<file path="src/rtl/consmax_lut_loader.sv">
// Streams host coefficient words into the softmax LUT write port and flags when a full image is resident.
// Optional feature macro: CONSMAX_LUT_CHECKSUM_EN adds a per-load checksum (load_sum in, sum_err out).
module consmax_lut_loader #(
    parameter int LUT_ADDR  = 9,
    parameter int LUT_DATA  = 16,
    parameter int LUT_DEPTH = 2**LUT_ADDR
) (
    input  logic                clk,
    input  logic                rst,
    input  logic                load_start,
    input  logic [LUT_ADDR-1:0] load_base,
    input  logic [LUT_ADDR:0]   load_len,
    input  logic                load_abort,
    input  logic [LUT_DATA-1:0] in_data,
    input  logic                in_valid,
    output logic                in_ready,
    output logic [LUT_ADDR-1:0] lut_waddr,
    output logic                lut_wen,
    output logic [LUT_DATA-1:0] lut_wdata,
    output logic                busy,
    output logic                done,
    output logic                err,
`ifdef CONSMAX_LUT_CHECKSUM_EN
    input  logic [LUT_DATA-1:0] load_sum,
    output logic                sum_err,
`endif
    output logic                lut_ready
);

    typedef enum logic [0:0] {
        ST_IDLE = 1'b0,
        ST_LOAD = 1'b1
    } state_t;

    localparam logic [LUT_ADDR:0] DEPTH_W = (LUT_ADDR+1)'(LUT_DEPTH);

    state_t              state_q, state_d;
    logic [LUT_ADDR-1:0] base_q, base_d;
    logic [LUT_ADDR:0]   len_q, len_d;
    logic [LUT_ADDR:0]   count_q, count_d;
    logic [LUT_ADDR-1:0] waddr_q, waddr_d;
    logic [LUT_DATA-1:0] wdata_q, wdata_d;
    logic                wen_q, wen_d;
    logic                busy_q, busy_d;
    logic                done_q, done_d;
    logic                err_q, err_d;
    logic                lut_ready_q, lut_ready_d;
    logic                hs_s;
    logic                last_s;
    logic                len_ok_s;
    logic                image_ok_s;
`ifdef CONSMAX_LUT_CHECKSUM_EN
    logic [LUT_DATA-1:0] sum_q, sum_d;
    logic [LUT_DATA-1:0] sum_ref_q, sum_ref_d;
    logic                sum_err_q, sum_err_d;
`endif

    assign in_ready  = (state_q == ST_LOAD);
    assign lut_waddr = waddr_q;
    assign lut_wen   = wen_q;
    assign lut_wdata = wdata_q;
    assign busy      = busy_q;
    assign done      = done_q;
    assign err       = err_q;
    assign lut_ready = lut_ready_q;
`ifdef CONSMAX_LUT_CHECKSUM_EN
    assign sum_err   = sum_err_q;
`endif

    // Next-state, write-port and status computation
    always_comb begin
        state_d     = state_q;
        base_d      = base_q;
        len_d       = len_q;
        count_d     = count_q;
        waddr_d     = waddr_q;
        wdata_d     = wdata_q;
        wen_d       = 1'b0;
        done_d      = 1'b0;
        err_d       = 1'b0;
        lut_ready_d = lut_ready_q;
        hs_s        = in_valid && (state_q == ST_LOAD);
        last_s      = (count_q == (len_q - {{LUT_ADDR{1'b0}}, 1'b1}));
        len_ok_s    = (load_len != {(LUT_ADDR+1){1'b0}}) && (load_len <= DEPTH_W);
`ifdef CONSMAX_LUT_CHECKSUM_EN
        sum_d       = sum_q;
        sum_ref_d   = sum_ref_q;
        sum_err_d   = 1'b0;
        // The final word is still in flight, so fold it into the comparison here.
        image_ok_s  = ((sum_q + in_data) == sum_ref_q);
`else
        image_ok_s  = 1'b1;
`endif
        case (state_q)
            ST_IDLE: begin
                if (load_start && len_ok_s) begin
                    base_d      = load_base;
                    len_d       = load_len;
                    count_d     = {(LUT_ADDR+1){1'b0}};
                    lut_ready_d = 1'b0;
                    state_d     = ST_LOAD;
`ifdef CONSMAX_LUT_CHECKSUM_EN
                    sum_d       = {LUT_DATA{1'b0}};
                    sum_ref_d   = load_sum;
`endif
                end else if (load_start) begin
                    err_d = 1'b1;
                end else begin
                    state_d = ST_IDLE;
                end
            end
            ST_LOAD: begin
                err_d = load_start;
                if (hs_s) begin
                    wen_d   = 1'b1;
                    waddr_d = base_q + count_q[LUT_ADDR-1:0];
                    wdata_d = in_data;
                    count_d = count_q + {{LUT_ADDR{1'b0}}, 1'b1};
`ifdef CONSMAX_LUT_CHECKSUM_EN
                    sum_d   = sum_q + in_data;
`endif
                end else begin
                    wen_d = 1'b0;
                end
                if (load_abort) begin
                    state_d = ST_IDLE;
                end else if (hs_s && last_s) begin
                    state_d     = ST_IDLE;
                    done_d      = 1'b1;
                    lut_ready_d = image_ok_s;
`ifdef CONSMAX_LUT_CHECKSUM_EN
                    sum_err_d   = !image_ok_s;
`endif
                end else begin
                    state_d = ST_LOAD;
                end
            end
            default: begin
                state_d = ST_IDLE;
            end
        endcase
        busy_d = (state_d == ST_LOAD);
    end

    // State and registered-output flops with synchronous reset
    always_ff @(posedge clk) begin
        if (rst) begin
            state_q     <= ST_IDLE;
            base_q      <= {LUT_ADDR{1'b0}};
            len_q       <= {(LUT_ADDR+1){1'b0}};
            count_q     <= {(LUT_ADDR+1){1'b0}};
            waddr_q     <= {LUT_ADDR{1'b0}};
            wdata_q     <= {LUT_DATA{1'b0}};
            wen_q       <= 1'b0;
            busy_q      <= 1'b0;
            done_q      <= 1'b0;
            err_q       <= 1'b0;
            lut_ready_q <= 1'b0;
`ifdef CONSMAX_LUT_CHECKSUM_EN
            sum_q       <= {LUT_DATA{1'b0}};
            sum_ref_q   <= {LUT_DATA{1'b0}};
            sum_err_q   <= 1'b0;
`endif
        end else begin
            state_q     <= state_d;
            base_q      <= base_d;
            len_q       <= len_d;
            count_q     <= count_d;
            waddr_q     <= waddr_d;
            wdata_q     <= wdata_d;
            wen_q       <= wen_d;
            busy_q      <= busy_d;
            done_q      <= done_d;
            err_q       <= err_d;
            lut_ready_q <= lut_ready_d;
`ifdef CONSMAX_LUT_CHECKSUM_EN
            sum_q       <= sum_d;
            sum_ref_q   <= sum_ref_d;
            sum_err_q   <= sum_err_d;
`endif
        end
    end

endmodule

</file>
<file path="config.mk">
export PLATFORM = sky130hd
export DESIGN_NAME = consmax_lut_loader
export DESIGN_NICKNAME = d
export VERILOG_FILES = /design/src/rtl/consmax_lut_loader.sv
export SDC_FILE = /design/constraint.sdc
export NUM_CORES = 1
export LEC_CHECK = 0
export BUFFER_PORTS_ARGS = -buffer_cell sky130_fd_sc_hd__buf_2
export CAP_MARGIN = 5
export CORE_ASPECT_RATIO = 0.7
export CORE_UTILIZATION = 50
export DETAILED_ROUTE_END_ITERATION = 10
export MAX_ROUTING_LAYER = met4
export PLACE_DENSITY = 0.86
export SLEW_MARGIN = 20
export SYNTH_ARGS = -nofsm -noshare
export SYNTH_HDL_FRONTEND = slang
export SYNTH_SLANG_ARGS = --single-unit
</file>
<file path="constraint.sdc">
create_clock -name clk -period 6.7 [get_ports clk]
set_clock_uncertainty 0.15 [all_clocks]
set_input_delay 1.34 -clock clk [delete_from_list [all_inputs] [get_ports clk]]
set_output_delay 1.34 -clock clk [all_outputs]
set_load 0.05 [all_outputs]
</file>
==> results of run 1 <==
[per-stage QoR]
stage | std cells | utilization
floorplan | 344 | -
global placement | 469 | 0.602
detailed placement | 469 | 0.602
CTS | 483 | 0.640
global route | 483 | 0.640
finish | 483 | 0.640
[cells in the final DEF (no fill, tap or decap), types with 3 or more instances in the layout]
| cell type | n |
|---|---|
| o21ai_0 | 15 |
| clkbuf_8 | 12 |
| and3_1 | 3 |
| buf_2 | 70 |
| xor2_1 | 6 |
| dfxtp_1 | 59 |
| a21oi_1 | 32 |
| mux2i_1 | 19 |
| nand3_1 | 4 |
| or3_1 | 5 |
| nor2_1 | 43 |
| ha_1 | 10 |
| inv_1 | 10 |
| nor3_1 | 7 |
| nand2_1 | 56 |
| nor2b_1 | 5 |
| xnor2_1 | 8 |
| a311oi_1 | 4 |
| a31oi_1 | 4 |
[path summary, 6_finish.rpt]
path            startpoint            end
min          lut_wdata[15]  lut_wdata[15]
min reg2reg  lut_wdata[15]  lut_wdata[15]
max                    rst   lut_waddr[6]
max reg2reg       len_q[2]      lut_ready
[registers in the layout (all words and copies together), names as in the netlist]
signal,flops
lut_ready,1
busy,1
count_q,10
lut_wen,1
done,1
base_q,9
len_q,10
lut_wdata,16
lut_waddr,9
err,1
[final cells by class]
class | instances | area (um2) | share of cell area
multi-input combinational | 256 | 1560 | 0.454
sequential | 59 | 1180 | 0.344
timing repair buffer | 72 | 365 | 0.106
clock buffer | 12 | 165 | 0.0481
tap | 72 | 90.1 | 0.0262
inverter | 10 | 37.5 | 0.0109
clock inverter | 2 | 35.0 | 0.0102
[critical path, stage by stage]
cell    delay [ns]
buf_2         0.73
inv_1         0.34
and3_1        0.27
a31o_2        0.20
[routing by layer]
metal	global-route usage	routed length, um	part of all wire
met5	-	0	0
met4	0.0762	89	0.013
met3	0.109	599	0.086
met2	0.353	2950	0.43
met1	0.325	3300	0.48
[where the power goes]
part | leakage [nW] | switching (W) | total, W | internal (W)
Clock | 0.104 | 0.000124 | 0.000322 | 0.000197
Combinational | 0.978 | 0.0000605 | 0.000101 | 0.0000400
Sequential | 0.479 | 0.0000103 | 0.000372 | 0.000361
[logic make-up after synthesis]
| group | after synthesis | synth area share |
|---|---|---|
| and+or+nand+nor | 137 | 0.215 |
| DFF | 59 | 0.414 |
| adders and majority gates | 11 | 0.0509 |
| AOI/OAI and AO/OA | 74 | 0.165 |
| buffers and inverters | 29 | 0.0404 |
| muxes | 20 | 0.0706 |
| xor gates and xnor gates | 14 | 0.0430 |
==> summary.txt, run 1 <==
Place
  – PortBufs: 70
  – HPWL Detailed: 4970 um
  – Placed standard-cell area: 0.00323 mm2
  – Routability cong.: 0.928
  – Worst slack at placement: 3.54 ns

Synth
  – Synth area leader: dfxtp_1
  – Sequential share of the synthesized area: 0.414
  – Mean Syn Cell Area: 8.29 um2
  – Area contributors post-synth: dfxtp_1 (41%), nand2_1 (7.4%), mux2i_1 (6.7%)
  – Post-synth cell types: 49
  – EDFF count, synth: 0
  – Post-Synthesis Net Count: 395
  – Post-synth top area share: 0.414
  – Synth Flop Type: dfxtp_1
  – FF+latch count, synth: 59
  – Post-synth ARST share: 0
  – Mapped cell area: 0.00285 mm2
  – Yosys Warn Count: 0
  – Top-count cell post-synth: dfxtp_1
  – Synth Instances: 344
  – Top post-synthesis cells by count: dfxtp_1 (59), nand2_1 (56), nor2_1 (43)

Setup path
  – CP startpoint kind: input pin
  – Critical Path RT: 6.77 ns
  – R2R cell count: 6
  – Reg2Reg Setup Slack: 4.24 ns
  – Critical path type: in2reg
  – Critical path arrival: 2.91 ns
  – Crit end category: register
  – Worst-path fanout max: 54

Power and ir drop
  – Design Power: 0.000794 W
  – Power density over the cells: 231 mW/mm2
  – Leak Pwr: 1.56 nW
  – Maximum vdd drop: 0.157 mV

Clock tree
  – CTS Buffer Depth: 2
  – Root Buffer: clkbuf_8
  – TritonCTS clock tree: built
  – Clock sink count: 59
  – Hold bufs inserted after CTS: 0
  – Total CTS buffers: 9
  – PostCTS Resize Cnt: 0
  – H-tree levels: 3
  – Clk Latency, worst-skew pair: 0.33 ns
  – Post-CTS setup buffers: 0
  – CTS clock-pin slew for the worst setup and hold paths: 0.06 ns

Timing
  – Final slew viol count: 0
  – Post-route clock period utilization: 0.424
  – Fin. Hold Viols: 0
  – Fin worst setup slack: 3.86 ns
  – Setup Viol. Count Final: 0
  – Worst slew pin tran: 0.995 ns
  – Hold WS: 0.301 ns
  – Fin Setup TNS: 0 ns
  – FMAX: 0.352 GHz
  – Final Critical Period: 2.84 ns
  – RSZ-0062 raised after global routing: no
  – Slew headroom: 0.336

Routing
  – WL per Instance: 14.4 um
  – DRC Markers: 0
  – Drt first pass iters: 4
  – Final WL: 6950 um
  – Post-DRT Antenna Nets: 0
  – Vias: 2623
  – Initial drt markers: 199
  – Drt via density: 5.43

Final layout
  – Fraction of layout cells with a size suffix above 1: 0.231
  – Layout overhead on the synthesized area: 20.4%
  – Final Net Count: 459
  – Fin area: 0.00343 mm2
  – Fill count: 476
  – Diodes inserted: 0

Floorplanning
  – Initial Util: 0.531
  – I/O pin count: 71
  – Row cnt: 22
  – Die Height: 65.2 um
  – Die ar.: 0.00601 mm2
  – Die Width: 92.3 um
  – CORE AREA: 0.00537 mm2

Run status
  – Status: finished clean

Global routing
  – Total grt overflow: 0
  – Largest net degree at the start of global routing: 55
  – First-pass GRT wire length: 11200 um
  – GRT Total Usage: 0.251
  – Vias in the first global route: 2366
  – Initial antenna violation count: 0

Job
  – Max cap viols: 0

Hold path
  – Worst Hold Path Cells: 2
  – Worst hold path type: reg2reg
Power figures use the tool's default switching activity.
==> run 2: changes to the inputs <==
--- a/config.mk
+++ b/config.mk
@@ -8,7 +8,7 @@
 export BUFFER_PORTS_ARGS = -buffer_cell sky130_fd_sc_hd__buf_2
 export CAP_MARGIN = 5
 export CORE_ASPECT_RATIO = 0.7
-export CORE_UTILIZATION = 50
+export CORE_UTILIZATION = 48
 export DETAILED_ROUTE_END_ITERATION = 10
 export MAX_ROUTING_LAYER = met4
 export PLACE_DENSITY = 0.86
==> constraint.sdc (replaced) <==
create_clock -name clk -period 2.6 [get_ports clk]
set_clock_uncertainty 0.15 [all_clocks]
set_input_delay 0.52 -clock clk [delete_from_list [all_inputs] [get_ports clk]]
set_output_delay 0.52 -clock clk [all_outputs]
set_load 0.05 [all_outputs]
==> run 2 against run 1 <==
Against the previous run:
- wire length down 0.81%
- global-route usage down 1.4 points
- final cell count up 2.1%
- count of clock-buffer cells in the layout down 1
- final area up 1.9%
- power rose to 2.7 times the previous value
==> summary.txt, run 2 (synthesis gave the netlist of run 1 again) <==
Timing
  – Final Critical Period: 2.46 ns
  – Setup Viol. Count Final: 0
  – Slew headroom: 0.620
  – FMAX: 0.406 GHz
  – Fin worst setup slack: 0.137 ns
  – Post-route clock period utilization: 0.947
  – Fin. Hold Viols: 0
  – Worst slew pin tran: 0.570 ns
  – Final slew viol count: 0
  – RSZ-0062 raised after global routing: no
  – Fin Setup TNS: 0 ns

Floorplanning
  – I/O pin count: 71
  – Die Height: 66.5 um
  – Die Width: 94.1 um
  – CORE AREA: 0.00573 mm2
  – Initial Util: 0.498
  – Row cnt: 23
  – Die ar.: 0.00626 mm2

Clock tree
  – Total CTS buffers: 9
  – H-tree levels: 3
  – Clock sink count: 59
  – Post-CTS setup buffers: 0
  – Hold bufs inserted after CTS: 0
  – PostCTS Resize Cnt: 0
  – Clk Latency, worst-skew pair: 0.34 ns
  – CTS Buffer Depth: 2
  – CTS clock-pin slew for the worst setup and hold paths: 0.06 ns
  – TritonCTS clock tree: built
  – Root Buffer: clkbuf_8

Setup path
  – CP Cell Sequence: or4_1, or3_1, and2_4, o311ai_4, nor4_2, a31o_1
  – Critical Path RT: 2.69 ns
  – WP depth: 6
  – Worst path max stage delay: 0.67 ns
  – Reg2Reg Setup Slack: 0.14 ns
  – Family with the most delay on the worst path: simple AND/OR/NAND/NOR gates
  – Worst-path fanout max: 8
  – CP startpoint kind: register
  – R2R cell count: 6
  – Critical path type: reg2reg
  – CP max stage cell: or4_1
  – Worst reg2reg startpoint: len_q[2]
  – Critical path arrival: 2.55 ns
  – Buf+Inv Stages, Crit Path: 0
  – Crit end category: register
  – Reg2Reg Capture Point: lut_ready

Final layout
  – Final Net Count: 464
  – Diodes inserted: 0
  – Fin cells: 493
  – Fin area: 0.00350 mm2
  – Most frequent cells in the layout: buf_2 (70), dfxtp_1 (59), nand2_1 (56), nor2_1 (43), a21oi_1 (32)
  – Leading cell type in the layout, fill and taps excluded: buf_2
  – Layout overhead on the synthesized area: 22.8%
  – Max reg flops: 16
  – Fin util: 0.611
  – Sequential Area: 0.00118 mm2
  – Area of the multi-input gates: 0.00156 mm2
  – Fraction of layout cells with a size suffix above 1: 0.242
  – Fill count: 481

Routing
  – DRC Markers: 0
  – Post-DRT Antenna Nets: 0
  – Drt first pass iters: 4
  – Vias: 2659
  – WL per Instance: 14.0 um
  – Drt via density: 5.39
  – Initial drt markers: 149
  – Final WL: 6890 um

Global routing
  – First-pass GRT wire length: 10800 um
  – Initial antenna violation count: 0
  – GRT Total Usage: 0.237
  – Total grt overflow: 0
  – Largest net degree at the start of global routing: 33
  – Vias in the first global route: 2226

Power and ir drop
  – Power density over the cells: 619 mW/mm2
  – Maximum vdd drop: 0.280 mV
  – Leak Pwr: 1.60 nW

Place
  – PortBufs: 70
  – HPWL Detailed: 5160 um
  – Placed standard-cell area: 0.00327 mm2
  – Routability cong.: 0.920
  – Worst slack at placement: 0.167 ns
  – Dpl cells: 477

Run status
  – Status: finished clean

Hold path
  – Min-delay src: load_base[2]
  – Hold Path Sink: base_q[2]
  – Worst hold path type: in2reg
  – Worst Hold Path Cells: 3

Job
  – Max cap viols: 0
==> run 2: changes by cell type in the layout (fill, tap and decap cells not counted) <==
cell and delta:
buf_4 +5, and2_2 -1, clkbuf_8 -1, clkinv_2 +2, bufinv_16 +1, and2_1 +1
==> run 2: layout make-up <==
cell class                 count  area share
multi-input combinational    256       0.445
sequential                    59       0.337
timing repair buffer          77       0.115
clock buffer                  11      0.0432
tap                           75      0.0268
clock inverter                 5      0.0214
inverter                      10      0.0107
==> run 2: worst max-delay path by stage <==
| stage | slack, ns | startpoint | endpoint |
|---|---|---|---|
| 3_3_place_gp | 0.23 | len_q[2] | lut_ready |
| 3_5_place_dp | 0.17 | len_q[2] | lut_ready |
| 5_1_grt | 0.05 | len_q[2] | lut_ready |
| 4_1_cts | 0.16 | len_q[2] | lut_ready |
| 2_1_floorplan | 0.29 | len_q[2] | lut_ready |
| 6_report | 0.14 | len_q[2] | lut_ready |
==> run 2: per-layer routing <==
layer	part of all wire	track usage	vias to the layer above
li1	-	-	1326
met1	0.48	0.327	1213
met2	0.41	0.309	109
met3	0.093	0.0811	11
met4	0.017	0.102	0
met5	0	-	-
==> run 2: metrics by stage <==
stage | total power [W] | hold WS [ns]
after CTS | 0.00219 | 0.236
final | 0.00217 | 0.260
after floorplan | 0.00116 | 0.318
after detailed placement | 0.00124 | 0.294
after global placement | 0.00123 | 0.289
after global routing | 0.00225 | 0.245
==> run 2: where the power goes <==
group	leakage [nW]	internal (W)	switching [W]
combinational	1.00	0.000108	0.000160
sequential	0.479	0.000931	0.0000261
clock	0.119	0.000586	0.000356
total	1.60	0.00162	0.000542
==> run 2: worst register-to-register path, delay by kind of cell, from the launching register on <==
kind | cells | cell delay, ns
simple gates | 4 | 1.35
flops | 1 | 0.38
compound gates | 2 | 0.49
==> run 3: changes to the inputs <==
--- a/config.mk
+++ b/config.mk
@@ -8,6 +8,7 @@
 export BUFFER_PORTS_ARGS = -buffer_cell sky130_fd_sc_hd__buf_2
 export CAP_MARGIN = 5
 export CORE_ASPECT_RATIO = 0.7
+export CORE_MARGIN = 3
 export CORE_UTILIZATION = 48
 export DETAILED_ROUTE_END_ITERATION = 10
 export MAX_ROUTING_LAYER = met4
==> run 3 against run 2 <==
Against the previous run:
- final cell count shrank 1.0%
- power rose by 0.51%
- die area up 11%
- highest routed layer unchanged
- maximum frequency up 0.33%
- utilization up 2.5 points
- final area decreased by 0.50%
- largest power group unchanged
- count of clock-buffer cells in the layout up 1
- global-route usage is 1.4 points lower
- sequential share of layout area is 0.17 points higher
- sequential power is essentially flat
==> summary.txt, run 3 (synthesis gave the netlist of run 1 again) <==
Run status
  – Status: finished clean

Clock tree
  – H-tree levels: 3
  – CTS clock-pin slew for the worst setup and hold paths: 0.07 ns
  – PostCTS Resize Cnt: 0
  – Hold bufs inserted after CTS: 0
  – CTS Buffer Depth: 2
  – Root Buffer: clkbuf_8
  – Clk Latency, worst-skew pair: 0.34 ns
  – Clock sink count: 59
  – Post-CTS setup buffers: 0
  – TritonCTS clock tree: built
  – Total CTS buffers: 9

Timing
  – Setup Viol. Count Final: 0
  – Final Critical Period: 2.46 ns
  – Final slew viol count: 0
  – Post-route clock period utilization: 0.944
  – FMAX: 0.407 GHz
  – Fin Setup TNS: 0 ns
  – RSZ-0062 raised after global routing: no
  – Fin worst setup slack: 0.145 ns
  – Slew headroom: 0.530
  – Fin. Hold Viols: 0
  – Hold WS: 0.266 ns
  – Worst slew pin tran: 0.705 ns

Routing
  – Drt via density: 5.47
  – Final WL: 7290 um
  – Initial drt markers: 143
  – Drt first pass iters: 4
  – DRC Markers: 0
  – Post-DRT Antenna Nets: 0
  – WL per Instance: 14.9 um
  – Vias: 2667

Final layout
  – Diodes inserted: 0
  – Max reg flops: 16
  – Layout overhead on the synthesized area: 22.2%
  – Fraction of layout cells with a size suffix above 1: 0.236
  – Most frequent cells in the layout: buf_2 (70), dfxtp_1 (59), nand2_1 (56), nor2_1 (43), a21oi_1 (32)
  – Fin util: 0.636
  – Fin cells: 488
  – Final Net Count: 462
  – Leading cell type in the layout, fill and taps excluded: buf_2

Floorplanning
  – I/O pin count: 71
  – CORE AREA: 0.00548 mm2
  – Initial Util: 0.521
  – Die Width: 98.1 um
  – Die Height: 70.5 um
  – Row cnt: 22
  – Die ar.: 0.00692 mm2

Job
  – Max cap viols: 0

Setup path
  – Critical Path RT: 2.68 ns
  – Crit end category: register
  – Critical path arrival: 2.53 ns
  – R2R cell count: 6
  – CP startpoint kind: register
  – Worst-path fanout max: 8
  – Critical path type: reg2reg

Hold path
  – Worst hold path type: in2reg
  – Worst Hold Path Cells: 3

Global routing
  – First-pass GRT wire length: 11800 um
  – Vias in the first global route: 2474
  – Initial antenna violation count: 0
  – GRT Total Usage: 0.223
  – Total grt overflow: 0
  – Largest net degree at the start of global routing: 53

Place
  – Dpl cells: 472
  – PortBufs: 70
  – Worst slack at placement: 0.163 ns
  – Routability cong.: 0.856
  – HPWL Detailed: 5300 um

Power and ir drop
  – Leak Pwr: 1.58 nW
  – Net Sw Power: 0.000551 W
  – Internal power: 0.00163 W
  – Maximum vdd drop: 0.405 mV
  – Logic pwr share: 0.123
  – Clock share of power: 0.438
  – Switching share of power: 0.253
  – Reg power frac: 0.439
  – Power density over the cells: 625 mW/mm2
==> run 3: changes by cell type in the layout (fill, tap and decap cells not counted) <==
cell,delta
buf_4,-2
clkbuf_1,+1
clkinv_2,-2
clkinvlp_4,+1
==> run 3: final cells by class <==
type,count,area [um2]
fillers,464,1990
multi-input cells,256,1560
flip-flops and latches,59,1180
repair buffers,75,388
clock buffers,12,155
well taps,72,90.1
clock inverters,4,72.6
inverters,10,37.5
==> run 3: final timing paths <==
| kind | from | end | slack [ns] |
|---|---|---|---|
| max | len_q[2] | lut_ready | 0.14 |
| max reg2reg | len_q[2] | lut_ready | 0.14 |
| min reg2reg | lut_wdata[4] | lut_wdata[4] | 0.30 |
| min | load_base[8] | base_q[8] | 0.27 |
==> run 3: power by group through the flow <==
stage | clock [W] | combinational (W) | sequential, W
CTS | 0.000973 | 0.000267 | 0.000956
detailed placement | 0 | 0.000265 | 0.000976
floorplan | 0 | 0.000153 | 0.00101
finish | 0.000954 | 0.000267 | 0.000956
global route | 0.00102 | 0.000292 | 0.000959
global placement | 0 | 0.000256 | 0.000974
==> run 3: per-layer routing <==
| metal | share of wire | vias to the layer above | global-route usage |
|---|---|---|---|
| met3 | 0.092 | 6 | 0.0798 |
| met1 | 0.47 | 1228 | 0.296 |
| li1 | - | 1322 | - |
| met2 | 0.43 | 111 | 0.311 |
| met4 | 0.012 | 0 | 0.0829 |
| met5 | 0 | - | - |
==> run 3: worst max-delay path, stage by stage (launching register included) <==
cell and delay, ns:
dfxtp_1 0.37, or4_1 0.67, or3_1 0.41, and2_4 0.18
o311ai_4 0.30, nor4_2 0.09, a31o_1 0.19
==> run 3: stage by stage <==
stage	power (W)	instance area (um2)
floorplan	0.00116	2850
finish	0.00218	3480
global route	0.00227	3480
CTS	0.00220	3480
global placement	0.00123	3260
detailed placement	0.00124	3260
